**src/rtl/log_fp_pkg.sv**
```systemverilog
// Shared formats and helpers for the log10 datapath: range reducer, Log2 core
// and the downstream log10 scaler all take their default widths from here.
package log_fp_pkg;

  localparam int DWI_DEF = 16;
  localparam int DWF_DEF = 16;
  localparam int XWI_DEF = 2;
  localparam int XWF_DEF = 23;
  localparam int EW_DEF  = 6;

  typedef enum logic [1:0] {
    IDLE = 2'd0,
    NORM = 2'd1,
    DONE = 2'd2
  } norm_state_e;

  // Exponent when the leading one already sits just below the sign bit.
  function automatic int exp_bias(input int dwl, input int dwf);
    return dwl - 2 - dwf;
  endfunction

endpackage

```
**src/rtl/log_range_reducer_if.sv**
```systemverilog
// Operand/result handshake bundle between the raw-operand source, the range
// reducer and the Log2 core.
interface log_range_reducer_if
  import log_fp_pkg::*;
#(
  parameter int dWI = DWI_DEF,
  parameter int dWF = DWF_DEF,
  parameter int xWI = XWI_DEF,
  parameter int xWF = XWF_DEF,
  parameter int EW  = EW_DEF
);
  logic                 in_valid;
  logic                 in_ready;
  logic [dWI+dWF-1:0]   in_data;
  logic                 out_valid;
  logic                 out_ready;
  logic [xWI+xWF-1:0]   out_mant;
  logic [EW-1:0]        out_exp;
  logic                 out_err;

  modport master (
    output in_valid, in_data, out_ready,
    input  in_ready, out_valid, out_mant, out_exp, out_err
  );

  modport slave (
    input  in_valid, in_data, out_ready,
    output in_ready, out_valid, out_mant, out_exp, out_err
  );
endinterface

```
**src/rtl/log_range_reducer.sv**
```systemverilog
// Iterative normaliser: shifts the raw operand left one bit per cycle until the
// leading one sits under the sign bit, yielding mantissa in [1,2) and exponent.
//
// state | meaning
// IDLE  | ready for an operand
// NORM  | shifting until the leading one reaches bit dWL-2 (or error flagged)
// DONE  | result registered and held until the consumer takes it
module log_range_reducer
  import log_fp_pkg::*;
#(
  parameter int dWI = DWI_DEF,
  parameter int dWF = DWF_DEF,
  parameter int xWI = XWI_DEF,
  parameter int xWF = XWF_DEF,
  parameter int EW  = EW_DEF
) (
  input logic               Clk,
  input logic               Rst,
  log_range_reducer_if.slave bus
);
  localparam int dWL    = dWI + dWF;
  localparam int CW     = $clog2(dWL);
  localparam int MW     = xWF + 1;
  localparam int EXP_LO = -(2 ** (EW - 1));
  localparam int EXP_HI = (2 ** (EW - 1)) - 1;

  if ((-dWF < EXP_LO) || ((dWI - 2) > EXP_HI)) begin : g_ew_check
    $error("log_range_reducer: EW=%0d cannot hold exponent range", EW);
  end

  norm_state_e              state, state_nxt;
  logic [dWL-1:0]           sh;
  logic [CW-1:0]            cnt;
  logic                     err_r;
  logic                     load, shift, finish;
  logic [MW-1:0]            mant_win;
  logic [xWI+xWF-1:0]       mant_d;
  logic [EW-1:0]            exp_d;

  // Narrow operands are left-justified in the mantissa with zero fill below.
  if (dWL - 1 >= MW) begin : g_win_slice
    assign mant_win = sh[dWL-2 -: MW];
  end else begin : g_win_pad
    assign mant_win = {sh[dWL-2:0], {(MW-dWL+1){1'b0}}};
  end

  assign mant_d = (xWI+xWF)'(mant_win);
  assign exp_d  = EW'(exp_bias(dWL, dWF) - int'(cnt));

  always_ff @(posedge Clk) begin
    if (!Rst) state <= IDLE;
    else      state <= state_nxt;
  end

  always_comb begin
    state_nxt     = state;
    load          = 1'b0;
    shift         = 1'b0;
    finish        = 1'b0;
    bus.in_ready  = 1'b0;
    bus.out_valid = 1'b0;
    case (state)
      IDLE: begin
        bus.in_ready = Rst;
        if (bus.in_valid) begin
          load      = 1'b1;
          state_nxt = NORM;
        end
      end
      NORM: begin
        if (err_r || sh[dWL-2]) begin
          finish    = 1'b1;
          state_nxt = DONE;
        end else begin
          shift = 1'b1;
        end
      end
      DONE: begin
        bus.out_valid = 1'b1;
        if (bus.out_ready) state_nxt = IDLE;
      end
      default: state_nxt = IDLE;
    endcase
  end

  always_ff @(posedge Clk) begin
    if (!Rst) begin
      sh           <= '0;
      cnt          <= '0;
      err_r        <= 1'b0;
      bus.out_mant <= '0;
      bus.out_exp  <= '0;
      bus.out_err  <= 1'b0;
    end else begin
      if (load) begin
        sh    <= bus.in_data;
        cnt   <= '0;
        err_r <= (bus.in_data == '0) | bus.in_data[dWL-1];
      end else if (shift) begin
        sh  <= sh << 1;
        cnt <= cnt + CW'(1);
      end
      if (finish) begin
        bus.out_mant <= err_r ? '0 : mant_d;
        bus.out_exp  <= err_r ? '0 : exp_d;
        bus.out_err  <= err_r;
      end
    end
  end

endmodule

```
**src/flat_wrapper.sv**
```systemverilog
// flat-port wrapper written by rule: the top's interface ports become plain ports
module log_range_reducer_flat import log_fp_pkg::*;
#(
  parameter int dWI = DWI_DEF,
  parameter int dWF = DWF_DEF,
  parameter int xWI = XWI_DEF,
  parameter int xWF = XWF_DEF,
  parameter int EW  = EW_DEF
)
  (Clk, Rst, bus_in_valid, bus_in_data, bus_out_ready, bus_in_ready, bus_out_valid, bus_out_mant, bus_out_exp, bus_out_err);
  log_range_reducer_if #(.dWI(dWI), .dWF(dWF), .xWI(xWI), .xWF(xWF), .EW(EW)) bus_i ();
  input logic Clk;
  input logic Rst;
  input wire logic [$bits(bus_i.in_valid)-1:0] bus_in_valid;
  input wire logic [$bits(bus_i.in_data)-1:0] bus_in_data;
  input wire logic [$bits(bus_i.out_ready)-1:0] bus_out_ready;
  output wire logic [$bits(bus_i.in_ready)-1:0] bus_in_ready;
  output wire logic [$bits(bus_i.out_valid)-1:0] bus_out_valid;
  output wire logic [$bits(bus_i.out_mant)-1:0] bus_out_mant;
  output wire logic [$bits(bus_i.out_exp)-1:0] bus_out_exp;
  output wire logic [$bits(bus_i.out_err)-1:0] bus_out_err;
  assign bus_i.in_valid = bus_in_valid;
  assign bus_i.in_data = bus_in_data;
  assign bus_i.out_ready = bus_out_ready;
  assign bus_in_ready = bus_i.in_ready;
  assign bus_out_valid = bus_i.out_valid;
  assign bus_out_mant = bus_i.out_mant;
  assign bus_out_exp = bus_i.out_exp;
  assign bus_out_err = bus_i.out_err;
  log_range_reducer #(.dWI(dWI), .dWF(dWF), .xWI(xWI), .xWF(xWF), .EW(EW)) u_core (.Clk(Clk), .Rst(Rst), .bus(bus_i));
endmodule
```
**config.mk**
```make
export PLATFORM = sky130hd
export DESIGN_NAME = log_range_reducer_flat
export DESIGN_NICKNAME = d
export VERILOG_FILES = /design/src/rtl/log_fp_pkg.sv /design/src/rtl/log_range_reducer_if.sv /design/src/rtl/log_range_reducer.sv /design/src/flat_wrapper.sv
export SDC_FILE = /design/constraint.sdc
export NUM_CORES = 1
export LEC_CHECK = 0
export BUFFER_PORTS_ARGS = -buffer_cell sky130_fd_sc_hd__buf_2
export CAP_MARGIN = 20
export CORE_MARGIN = 3
export CORE_UTILIZATION = 60
export CTS_BUF_LIST = sky130_fd_sc_hd__clkbuf_4 sky130_fd_sc_hd__clkbuf_8
export DETAILED_ROUTE_END_ITERATION = 8
export PLACE_DENSITY_LB_ADDON = 0.1
export SLEW_MARGIN = 10
export SYNTH_ARGS = -nofsm -noshare
export SYNTH_HDL_FRONTEND = slang
export SYNTH_SLANG_ARGS = --single-unit
```
**constraint.sdc**
```tcl
create_clock -name Clk -period 4.3 [get_ports Clk]
set_input_delay 0.86 -clock Clk [delete_from_list [all_inputs] [get_ports Clk]]
set_output_delay 0.86 -clock Clk [all_outputs]
set_load 0.03 [all_outputs]
```
### Yosys cells after proc, flatten, opt, wreduce, memory -nomap -nowiden

Cells that the tools add are included.

* flip-flop bits (word level): 71
* bits in latches: 0
* memory bits (writable): 0
* ROM bits: 0
* output and inout port bits: 34
* word-level logic and storage cells: 38
* memories: 0

* add/sub/neg operators: 2
* $mul: 0
* divide/modulo/power cells: 0
* order comparisons: 0
* equality and inequality tests: 5
* shifts and indexed selects: 0
* muxes and demuxes: 16
* bitwise logic cells: 2
* reductions and logical operators: 6

Operators with widths (number)
* $mux 31: 2
* $logic_not 32->1: 1
* $mux 24: 1
* $mux 1: 8
* $mux 2: 3
* $mux 6: 1
* $pmux 2 s3: 1
* $sub 4x5->6 const A: 1
* $add 5x1->5 const B: 1
* $ne 2x2->1 const B: 2
* $reduce_and 3->1: 1
* $eq 2x1->1 const B: 1
* $eq 2x2->1 const B: 1
* $logic_not 2->1: 1
* $ne 2x1->1 const B: 1
* $reduce_bool 2->1: 1
* $reduce_or 2->1: 1
* $logic_or 1x1->1: 1
* $not 1->1: 1
* $or 1x1->1: 1

### Longest topological paths before layout

Gate-level depths: netlist of run 1.

* word-level depth: 5
* mapped depth: 6

### Worst setup path after synthesis of run 1

Ideal clock, no wire load.

* path type: input-to-output
* start point: in Rst
* end point: out bus_in_ready
* arrival time: 1.662 ns
* setup slack: 1.778 ns
* cell stages on the path: 3
* buffers on the path: 2
* path through: clkbuf_1 > clkbuf_1 > and2_1

* cells in the longest elaborated chain, start to end: 1

Ends and longest elaborated chain
* from (decl): RTL line flat_wrapper.sv:13 `input logic Rst;`
* $mux 1: RTL line log_range_reducer.sv:62 `case (state)`
* to (decl): RTL line flat_wrapper.sv:17 `output wire logic [$bits(bus_i.in_ready)-1:0] bus_in_ready;`

Every way passes these cells.

### Worst setup path in the final report of run 1

Ends and elaborated chain as after synthesis.

==> results of run 1 <==
-- through the flow --
| step | hold WS, ps | std cells |
|---|---|---|
| after floorplan | 463 | 285 |
| after global placement | 456 | 398 |
| after detailed placement | 459 | 398 |
| after CTS | 480 | 414 |
| after global routing | 497 | 414 |
| final | 475 | 414 |
-- placed cells by master, fill, tap and decap left out, drive strengths merged --
cell type	instances
ha	1
bufinv	2
a22o	16
o211a	29
nand3	2
nor4	8
nand2	32
and2	3
a21boi	1
nor3b	2
or2	1
o21ai	3
and4bb	1
nor2	8
nor4b	1
nor2b	20
dfxtp	70
clkinv	2
a41o	1
a22oi	13
nand2b	2
xnor2	3
buf	71
nand4	3
conb	1
clkbuf	12
xor2	4
mux2i	30
a21oi	5
-- cells by family after synthesis --
family	synth area share
buf+inv	0.0605
xor+xnor	0.0204
fa+ha+maj	0.00417
other cells	0.00125
compound gates	0.196
mux	0.100
flops	0.467
simple gates	0.150
-- synthesized netlist by cell type --
| master | count |
|---|---|
| buf_4 | 1 |
| a22oi_1 | 13 |
| xor2_1 | 4 |
| nand2_1 | 32 |
| a21oi_1 | 5 |
| o21ai_0 | 2 |
| nand3_1 | 2 |
| and4bb_1 | 1 |
| clkbuf_2 | 1 |
| a21boi_0 | 1 |
| or2_2 | 1 |
| mux2i_1 | 30 |
| nor2b_1 | 20 |
| xnor2_1 | 3 |
| buf_6 | 4 |
| a22o_1 | 16 |
| buf_2 | 3 |
| nand4_4 | 1 |
| conb_1 | 1 |
| o211a_1 | 29 |
| buf_12 | 3 |
| and2_1 | 3 |
| nor4b_2 | 1 |
| a41o_1 | 1 |
| clkbuf_1 | 13 |
| dfxtp_1 | 70 |
| nor2_1 | 8 |
| nand2b_1 | 2 |
| nor4_1 | 8 |
| nor3b_1 | 2 |
| o21ai_2 | 1 |
| nand4_1 | 2 |
| ha_1 | 1 |
-- where the power goes --
| group | switching, mW | leakage (nW) | internal [mW] |
|---|---|---|---|
| Clock | 0.234 | 0.117 | 0.354 |
| Sequential | 0.0323 | 0.572 | 0.690 |
| Combinational | 0.115 | 1.03 | 0.0907 |
| Total | 0.382 | 1.72 | 1.13 |
-- metal layers --
metal / share of wire / wire length (um) / vias to the layer above
met5: 0 / 0 / -
met1: 0.47 / 2820 / 1085
li1: - / - / 1142
met4: 0.023 / 141 / 0
met2: 0.46 / 2810 / 62
met3: 0.049 / 298 / 11
-- critical path, stage by stage --
cell and delay (ps):
buf_2 80, buf_4 390, and2_1 200, buf_2 190
-- cell type report --
type / count / share of cell area
tap: 67 / 0.0240
clock buffer: 12 / 0.0436
sequential: 70 / 0.401
multi-input combinational: 190 / 0.408
timing repair buffer: 71 / 0.104
clock inverter: 4 / 0.0200
-- how the worst min path moves through the flow --
stage | end | slack [ps]
after global placement | u_core.bus.out_mant[13]$_SDFFE_PN0P_ | 460
after global routing | u_core.bus.out_mant[15]$_SDFFE_PN0P_ | 500
after detailed placement | u_core.bus.out_mant[7]$_SDFFE_PN0P_ | 460
after floorplan | u_core.bus.out_mant[10]$_SDFFE_PN0P_ | 460
after CTS | u_core.bus.out_mant[7]$_SDFFE_PN0P_ | 480
final | u_core.bus.out_mant[13]$_SDFFE_PN0P_ | 470
-- registers in the layout, indices dropped and copies added, names as in the netlist --
name / flops
u_core.err_r: 1
u_core.cnt: 5
u_core.bus.out_mant: 24
u_core.sh: 31
u_core.state: 2
u_core.bus.out_exp: 6
u_core.bus.out_err: 1
==> metrics.md, run 1 <==
| Metric | Value |
|---|---|
| CP Data Required Time | 3440 ps |
| Tot Pwr | 1.52 mW |
| Setup ws final | 1690 ps |
| Max-slew violations | 0 |
| GR Util met2 | 0.346 |
| Max-cap violations | 0 |
| Synth Cell Area | 3000 sq um |
| Initial core utilization | 0.627 |
| Worst VDD drop | 0.264 mV |
| Rel. slew slack | 0.308 |
| Leakage | 1.72 nW |
| Hold WC Path Type | reg2reg |
| Crit path DAT | 1750 ps |
| DP Worst Slack | 1710 ps |
| Ports | 70 |
| Setup TNS | 0 ps |
| CP startpoint kind | primary input |
| Total Die Area | 5880 sq um |
| Hold bufs inserted after CTS | 0 |
| Num rows | 25 |
| Synth Net Count | 322 |
| Multi-input gate area | ~1400 sq um |
| RSZ-0062 raised after global routing | no |
| DP HPWL | 4040 um |
| Crit Path Max Fanout | 53 |
| Share of layout cells above drive strength 1 | 0.265 |
| Max frequency | roughly 0.38 GHz |
| H-tree depth | 3 |
| Setup CP Type | in2out |
| Core outline area | 4790 sq um |
| Nets | 379 |
| Number of diodes | 0 |
| Crit path from | Rst |
| Largest net degree at the start of global routing | 63 |
| Fin. Hold Viols | 0 |
| Avg Cell Area, Syn | 10.5 sq um |
| Reg2reg setup slack | between 2000 and 2500 ps |
| Syn. warnings | 0 |
| R2R Path End | u_core.bus.out_mant[3]$_SDFFE_PN0P_ |
| Synth Instances | around 290 |
| Die Y | roughly 77 um |
| GR Layer Usage met3 | 0.0434 |
| Port bufs | 68 |
| Post-CTS setup buffers | 0 |
| Fin crit share | 0.607 |
| Cell area after layout | roughly 3500 sq um |
| CTS Sinks | 70 |
| Worst Hold Launch | u_core.bus.out_mant[13]$_SDFFE_PN0P_ |
| Gpl congestion | 0.734 |
| DR vias/cell | between 5 and 6 |
| Routed Wire Length | a little over 6000 um |
| Clock latency at the later pin of the worst-skew pair | 340 ps |
| Area after DPL | 3280 sq um |
| Fin util | 0.731 |
| Met1 usage | 0.291 |
| CP endpoint kind | output pin |
| DRC | 0 |
| Dominant cell type by area after synthesis | dfxtp_1 |
| First-pass GRT wire length | roughly 11,000 um |
| GRT busiest layer | met2 |
| CTS max path bufs | 2 |
| Post-synth top area share | 0.467 |
| Post-layout min period | 2610 ps |
| Via count | 2,300 |
| TritonCTS Buffers | 9 |
| Reg2reg path depth | 3 |
| Final ANT Viol Nets | 0 |
| Grt ovf | 0 |
| Fillers | 363 |
| Ranking of synthesized cells by area | dfxtp_1 (47%), mux2i_1 (10%), o211a_1 (9.7%), a22o_1 (4.7%), nor2b_1 (4.2%) |
| Setup Viol. Count Final | 0 |
| Hold Path Stages | 1 |
| CTS root buffer | clkbuf_8 |
| Vias in the first global route | ~2,300 |
| Actual slew at the worst max-slew pin | 1030 ps |
| Wirelength per Cell | 14.7 um |
| Seq. cell area | 1400 sq um |
| P per Cell Area | roughly 430 nW/um^2 |
| Total track usage | 0.222 |
| Area Growth Syn to Fin | 16.6% |
| # resized after CTS | 0 |
| DRT iter0 DRCs | 130 |
| Outcome | finished, final reports clean |
| Seq/Total Area, Yosys | 0.467 |
| Clk slew on worst S/H paths | 70 ps |
| Yosys cell types | 33 |
| Setup Skew | 10.5 ps |
| Drt first pass iters | 4 |
| CTS tree | done |
| Setup crit end | bus_in_ready |
| Initial antenna violation count | 0 |
| Synth Register Bits | 70 |
| Worst r2r src | u_core.sh[30]$_SDFFE_PN0P_ |
| Chip Width | approximately 77 um |
Note: power is estimated with default switching activity, not from simulation.
==> inputs of run 2 (changes only) <==
CORE_UTILIZATION = 50   (was 60)
clock period = 2.2 ns   (was 4.3 ns; I/O delays follow)
==> run 2 against run 1 <==
Net effect: count of clock-buffer cells in the layout down 1; non-clock buffer count is 2 higher; routed wire length rose by 3.5%; utilization fell by 12 points; hold slack lost 120 ps; worst setup slack worse by 1400 ps; clock power grew 49%; clock skew down 5.1 ps; combinational power increased by 100%; sequential share of layout area is 0.32 points higher; critical path type is now reg2reg; critical endpoint is now u_core.bus.out_mant[0]$_SDFFE_PN0P_.
==> metrics.md, run 2 (synthesized netlist as in run 1, its figures left out) <==
| Metric | Value |
|---|---|
| CP startpoint kind | flop |
| Reg2reg setup slack | about 280 ps |
| P per Cell Area | 778 nW/um^2 |
| # resized after CTS | 0 |
| Hold Path Stages | 2 |
| Vias in the first global route | 2,198 |
| R2R Path End | u_core.bus.out_mant[0]$_SDFFE_PN0P_ |
| Rel. slew slack | 0.518 |
| RSZ-0062 raised after global routing | no |
| First-pass GRT wire length | ~11,000 um |
| Worst r2r src | u_core.sh[30]$_SDFFE_PN0P_ |
| Number of flip-flops in the largest register | 31 |
| TritonCTS Buffers | 9 |
| Max-cap violations | 0 |
| Clk slew on worst S/H paths | about 70 ps |
| Outcome | finished, final reports clean |
| Initial core utilization | 0.532 |
| Setup Viol. Count Final | 0 |
| Setup TNS | 0 ps |
| Largest net degree at the start of global routing | 43 |
| Reg2reg path depth | 3 |
| DP Cell Count | 405 |
| Area Growth Syn to Fin | 15.7% |
| Port bufs | 68 |
| CTS max path bufs | 2 |
| Reg with most FFs | u_core.sh |
| Setup ws final | 276 ps |
| DP HPWL | ~4400 um |
| Max-slew violations | 0 |
| Routed Wire Length | 6290 um |
| Most frequent cells in the layout | dfxtp_1 (70), buf_2 (68), nand2_1 (31), mux2i_1 (30), o211a_1 (29) |
| CP endpoint kind | flop |
| CTS Sinks | 70 |
| Grt ovf | 0 |
| Setup Skew | ~5.4 ps |
| Wirelength per Cell | ~15 um |
| Final ANT Viol Nets | 0 |
| Total track usage | 0.188 |
| Crit Path Max Fanout | 17 |
| Area after DPL | 3310 sq um |
| Num rows | 27 |
| H-tree depth | 3 |
| Worst VDD drop | 0.395 mV |
| DRT iter0 DRCs | 122 |
| Actual slew at the worst max-slew pin | 721 ps |
| CTS root buffer | clkbuf_8 |
| Via count | around 2,300 |
| Ports | 70 |
| Die Y | 83.5 um |
| Max frequency | 0.520 GHz |
| Largest registers | u_core.sh x31, u_core.bus.out_mant x24, u_core.bus.out_exp x6 |
| Fin. Hold Viols | 0 |
| Total Die Area | 6960 sq um |
| Hold bufs inserted after CTS | 0 |
| Gpl congestion | 0.786 |
| Cell area after layout | 3470 sq um |
| Hold WC Path Type | in2reg |
| Most common cell after layout, fill and taps aside | dfxtp_1 |
| Post-CTS setup buffers | 0 |
| Nets | 381 |
| Clock latency at the later pin of the worst-skew pair | 340 ps |
| WHS | 358 ps |
| Fin crit share | 0.875 |
| Crit path DAT | between 2000 and 2500 ps |
| DP Worst Slack | around 270 ps |
| Number of diodes | 0 |
| Share of layout cells above drive strength 1 | 0.263 |
| Crit path from | u_core.sh[30]$_SDFFE_PN0P_ |
| Leakage | between 1.5 and 2 nW |
| Setup CP Type | reg2reg |
| DR vias/cell | roughly 5.5 |
| Initial antenna violation count | 0 |
| Core outline area | around 5600 sq um |
| CTS tree | done |
| Setup crit end | u_core.bus.out_mant[0]$_SDFFE_PN0P_ |
| CP Data Required Time | about 2500 ps |
| Fin util | 0.615 |
| Tot Pwr | between 2 and 3 mW |
| Final non-filler cell total | 418 |
| Post-layout min period | 1920 ps |
| Chip Width | between 80 and 90 um |
| DRC | 0 |
| Drt first pass iters | 4 |
run 2: critical path, cell delays in order, from the launching register on:
cell     delay [ps]
dfxtp_1         360
o21ai_2         600
and2_1          650
a22o_1          250
run 2: final cells by class:
class / instances / area, sq um
Clock buffer: 11 / 151
Multi-Input combinational cell: 190 / 1430
Clock inverter: 2 / 10.0
Sequential cell: 70 / 1400
Fill cell: 513 / 2170
Timing Repair Buffer: 73 / 390
Tap cell: 72 / 90.1
run 2: worst min path at each step:
stage | from | slack [ps] | to
after floorplan | u_core.sh[17]$_SDFFE_PN0P_ | 460 | u_core.bus.out_mant[10]$_SDFFE_PN0P_
after global placement | u_core.bus.out_mant[9]$_SDFFE_PN0P_ | 460 | u_core.bus.out_mant[9]$_SDFFE_PN0P_
after detailed placement | u_core.bus.out_mant[7]$_SDFFE_PN0P_ | 460 | u_core.bus.out_mant[7]$_SDFFE_PN0P_
after CTS | bus_in_data[20] | 350 | u_core.sh[20]$_SDFFE_PN0P_
after global routing | bus_in_data[28] | 360 | u_core.sh[28]$_SDFFE_PN0P_
final | bus_in_data[20] | 360 | u_core.sh[20]$_SDFFE_PN0P_
run 2: where the power goes:
part	total [mW]	switching, mW	internal [mW]
logic	0.412	0.228	0.184
clock network	0.878	0.430	0.448
registers	1.41	0.0634	1.35
run 2: per-layer routing:
layer | vias to the layer above | track usage | share of wire
met5 | - | 0 | 0
met4 | 0 | 0.0746 | 0.018
met3 | 9 | 0.0444 | 0.053
met2 | 57 | 0.286 | 0.45
met1 | 1070 | 0.257 | 0.48
li1 | 1149 | - | -
==> inputs of run 3 (changes only) <==
CORE_UTILIZATION = 48   (was 50)
CTS_BUF_LIST = default   (was sky130_fd_sc_hd__clkbuf_4 sky130_fd_sc_hd__clkbuf_8)
==> run 3 against run 2 <==
Net effect: non-clock buffer count is 2 higher; register-to-register slack better by 300 ps; worst setup slack better by 210 ps; combinational power hardly changed; count of clock-buffer cells in the layout is 1 lower; fmax is 12% higher; largest power group unchanged.
==> metrics.md, run 3 (synthesized netlist as in run 1, its figures left out) <==
| Metric | Value |
|---|---|
| Total Die Area | around 7200 sq um |
| Most common cell after layout, fill and taps aside | dfxtp_1 |
| P per Cell Area | 837 nW/um^2 |
| Routed Wire Length | 6350 um |
| Clk slew on worst S/H paths | around 70 ps |
| Leakage | approximately 1.7 nW |
| Setup TNS | 0 ps |
| Crit path from | u_core.state[1]$_SDFFE_PN0P_ |
| RSZ-0062 raised after global routing | no |
| DRC | 0 |
| Reg with most FFs | u_core.sh |
| Crit Path Max Fanout | 6 |
| Nets | 383 |
| Crit path max-delay family | flip-flops |
| Vias in the first global route | 2,219 |
| First-pass GRT wire length | between 10,000 and 15,000 um |
| Reg2reg setup slack | 580 ps |
| CTS Sinks | 70 |
| CTS tree | done |
| Port bufs | approximately 70 |
| # resized after CTS | 0 |
| Fin crit share | 0.781 |
| Setup Skew | 5.11 ps |
| Worst Hold Launch | bus_in_data[3] |
| Rel. slew slack | 0.560 |
| Most frequent cells in the layout | dfxtp_1 (70), buf_2 (68), nand2_1 (31), mux2i_1 (30), o211a_1 (29) |
| Number of flip-flops in the largest register | 31 |
| Max frequency | 0.582 GHz |
| Worst stage delay on the critical path | 450 ps |
| Worst VDD drop | 0.494 mV |
| Final ANT Viol Nets | 0 |
| H-tree depth | 3 |
| Largest registers | u_core.sh x31, u_core.bus.out_mant x24, u_core.bus.out_exp x6 |
| Critical-path cell list | nor2b_1 -> buf_2 |
| Clock latency at the later pin of the worst-skew pair | ~340 ps |
| Initial core utilization | 0.501 |
| Wirelength per Cell | 14.9 um |
| Post-layout min period | 1720 ps |
| Worst r2r src | u_core.state[1]$_SDFFE_PN0P_ |
| Hold bufs inserted after CTS | 0 |
| DP HPWL | 4440 um |
| Fin. Hold Viols | 0 |
| Drt first pass iters | 4 |
| Max-slew violations | 0 |
| Ports | 70 |
| Number of diodes | 0 |
| Core outline area | 5990 sq um |
| Outcome | finished, final reports clean |
| Share of layout cells above drive strength 1 | 0.274 |
| CTS max path bufs | 2 |
| Buf/Inv on CP | 1 |
| CP startpoint kind | flop |
| Initial antenna violation count | 0 |
| TritonCTS Buffers | 9 |
| Setup Viol. Count Final | 0 |
| Die Y | around 85 um |
| Area Growth Syn to Fin | 18.0% |
| Setup CP Type | reg2out |
| Crit path DAT | ~1300 ps |
| Cell area after layout | 3540 sq um |
| Crit-path slowest cell | dfxtp_1 |
| Hold WC Path Type | in2reg |
| Gpl congestion | ~0.78 |
| Largest net degree at the start of global routing | 34 |
| DRT iter0 DRCs | 60 |
| Grt ovf | 0 |
| Num rows | 28 |
| Post-CTS setup buffers | 0 |
| Max-cap violations | 0 |
| Via count | ~2,300 |
| Chip Width | roughly 85 um |
| CTS root buffer | clkbuf_8 |
| Area after DPL | 3320 sq um |
| Total track usage | 0.182 |
| DR vias/cell | 5.39 |
| CP endpoint kind | output pin |
| CP Data Required Time | 1760 ps |
| Actual slew at the worst max-slew pin | 659 ps |
-- run 3: worst reg2reg max path, delay by kind of cell, from the launching register on --
family	cells	cell delay, ps
simple gates	2	380
flops	1	370
buf+inv	1	360
mux	1	230
compound gates	1	160
-- run 3: path summary, 6_finish.rpt --
| path | endpoint | cells past startpoint |
|---|---|---|
| worst max-delay path | bus_out_valid | 2 |
| worst min-delay path | u_core.sh[3]$_SDFFE_PN0P_ | 2 |
| worst min register to register | u_core.bus.out_mant[10]$_SDFFE_PN0P_ | 1 |
| worst max register to register | u_core.sh[11]$_SDFFE_PN0P_ | 5 |
-- run 3: report_power, final --
| part | switching (mW) | leakage [nW] | internal [mW] | total [mW] |
|---|---|---|---|---|
| Clock | 0.475 | 0.108 | 0.665 | 1.14 |
| Combinational | 0.229 | 1.05 | 0.182 | 0.411 |
| Sequential | 0.0617 | 0.572 | 1.35 | 1.41 |
-- run 3: metal layers --
metal | track usage | up-vias | part of all wire
met5 | 0 | - | 0
met1 | 0.230 | 1092 | 0.47
met4 | 0.0604 | 0 | 0.011
met2 | 0.289 | 50 | 0.47
met3 | 0.0680 | 5 | 0.051
li1 | - | 1150 | -
-- run 3: area by class of cell --
cell class,count,area (sq um)
Tap cell,75,93.8
Timing Repair Buffer,75,393
Clock inverter,6,85.1
Sequential cell,70,1400
Clock buffer,10,138
Fill cell,540,2450
Multi-Input combinational cell,190,1430
-- run 3: per-stage QoR --
stage | cells | setup WS, ps | util | total power, mW | hold WS (ps)
3_3_place_gp | 410 | 519 | 0.553 | 1.85 | 457
5_1_grt | 426 | 428 | 0.591 | 3.11 | 334
4_1_cts | 426 | 483 | 0.591 | 3.00 | 334
3_5_place_dp | 410 | 524 | 0.553 | 1.85 | 463
2_1_floorplan | 285 | 518 | - | 1.76 | 463
6_report | 426 | 483 | 0.591 | 2.96 | 355
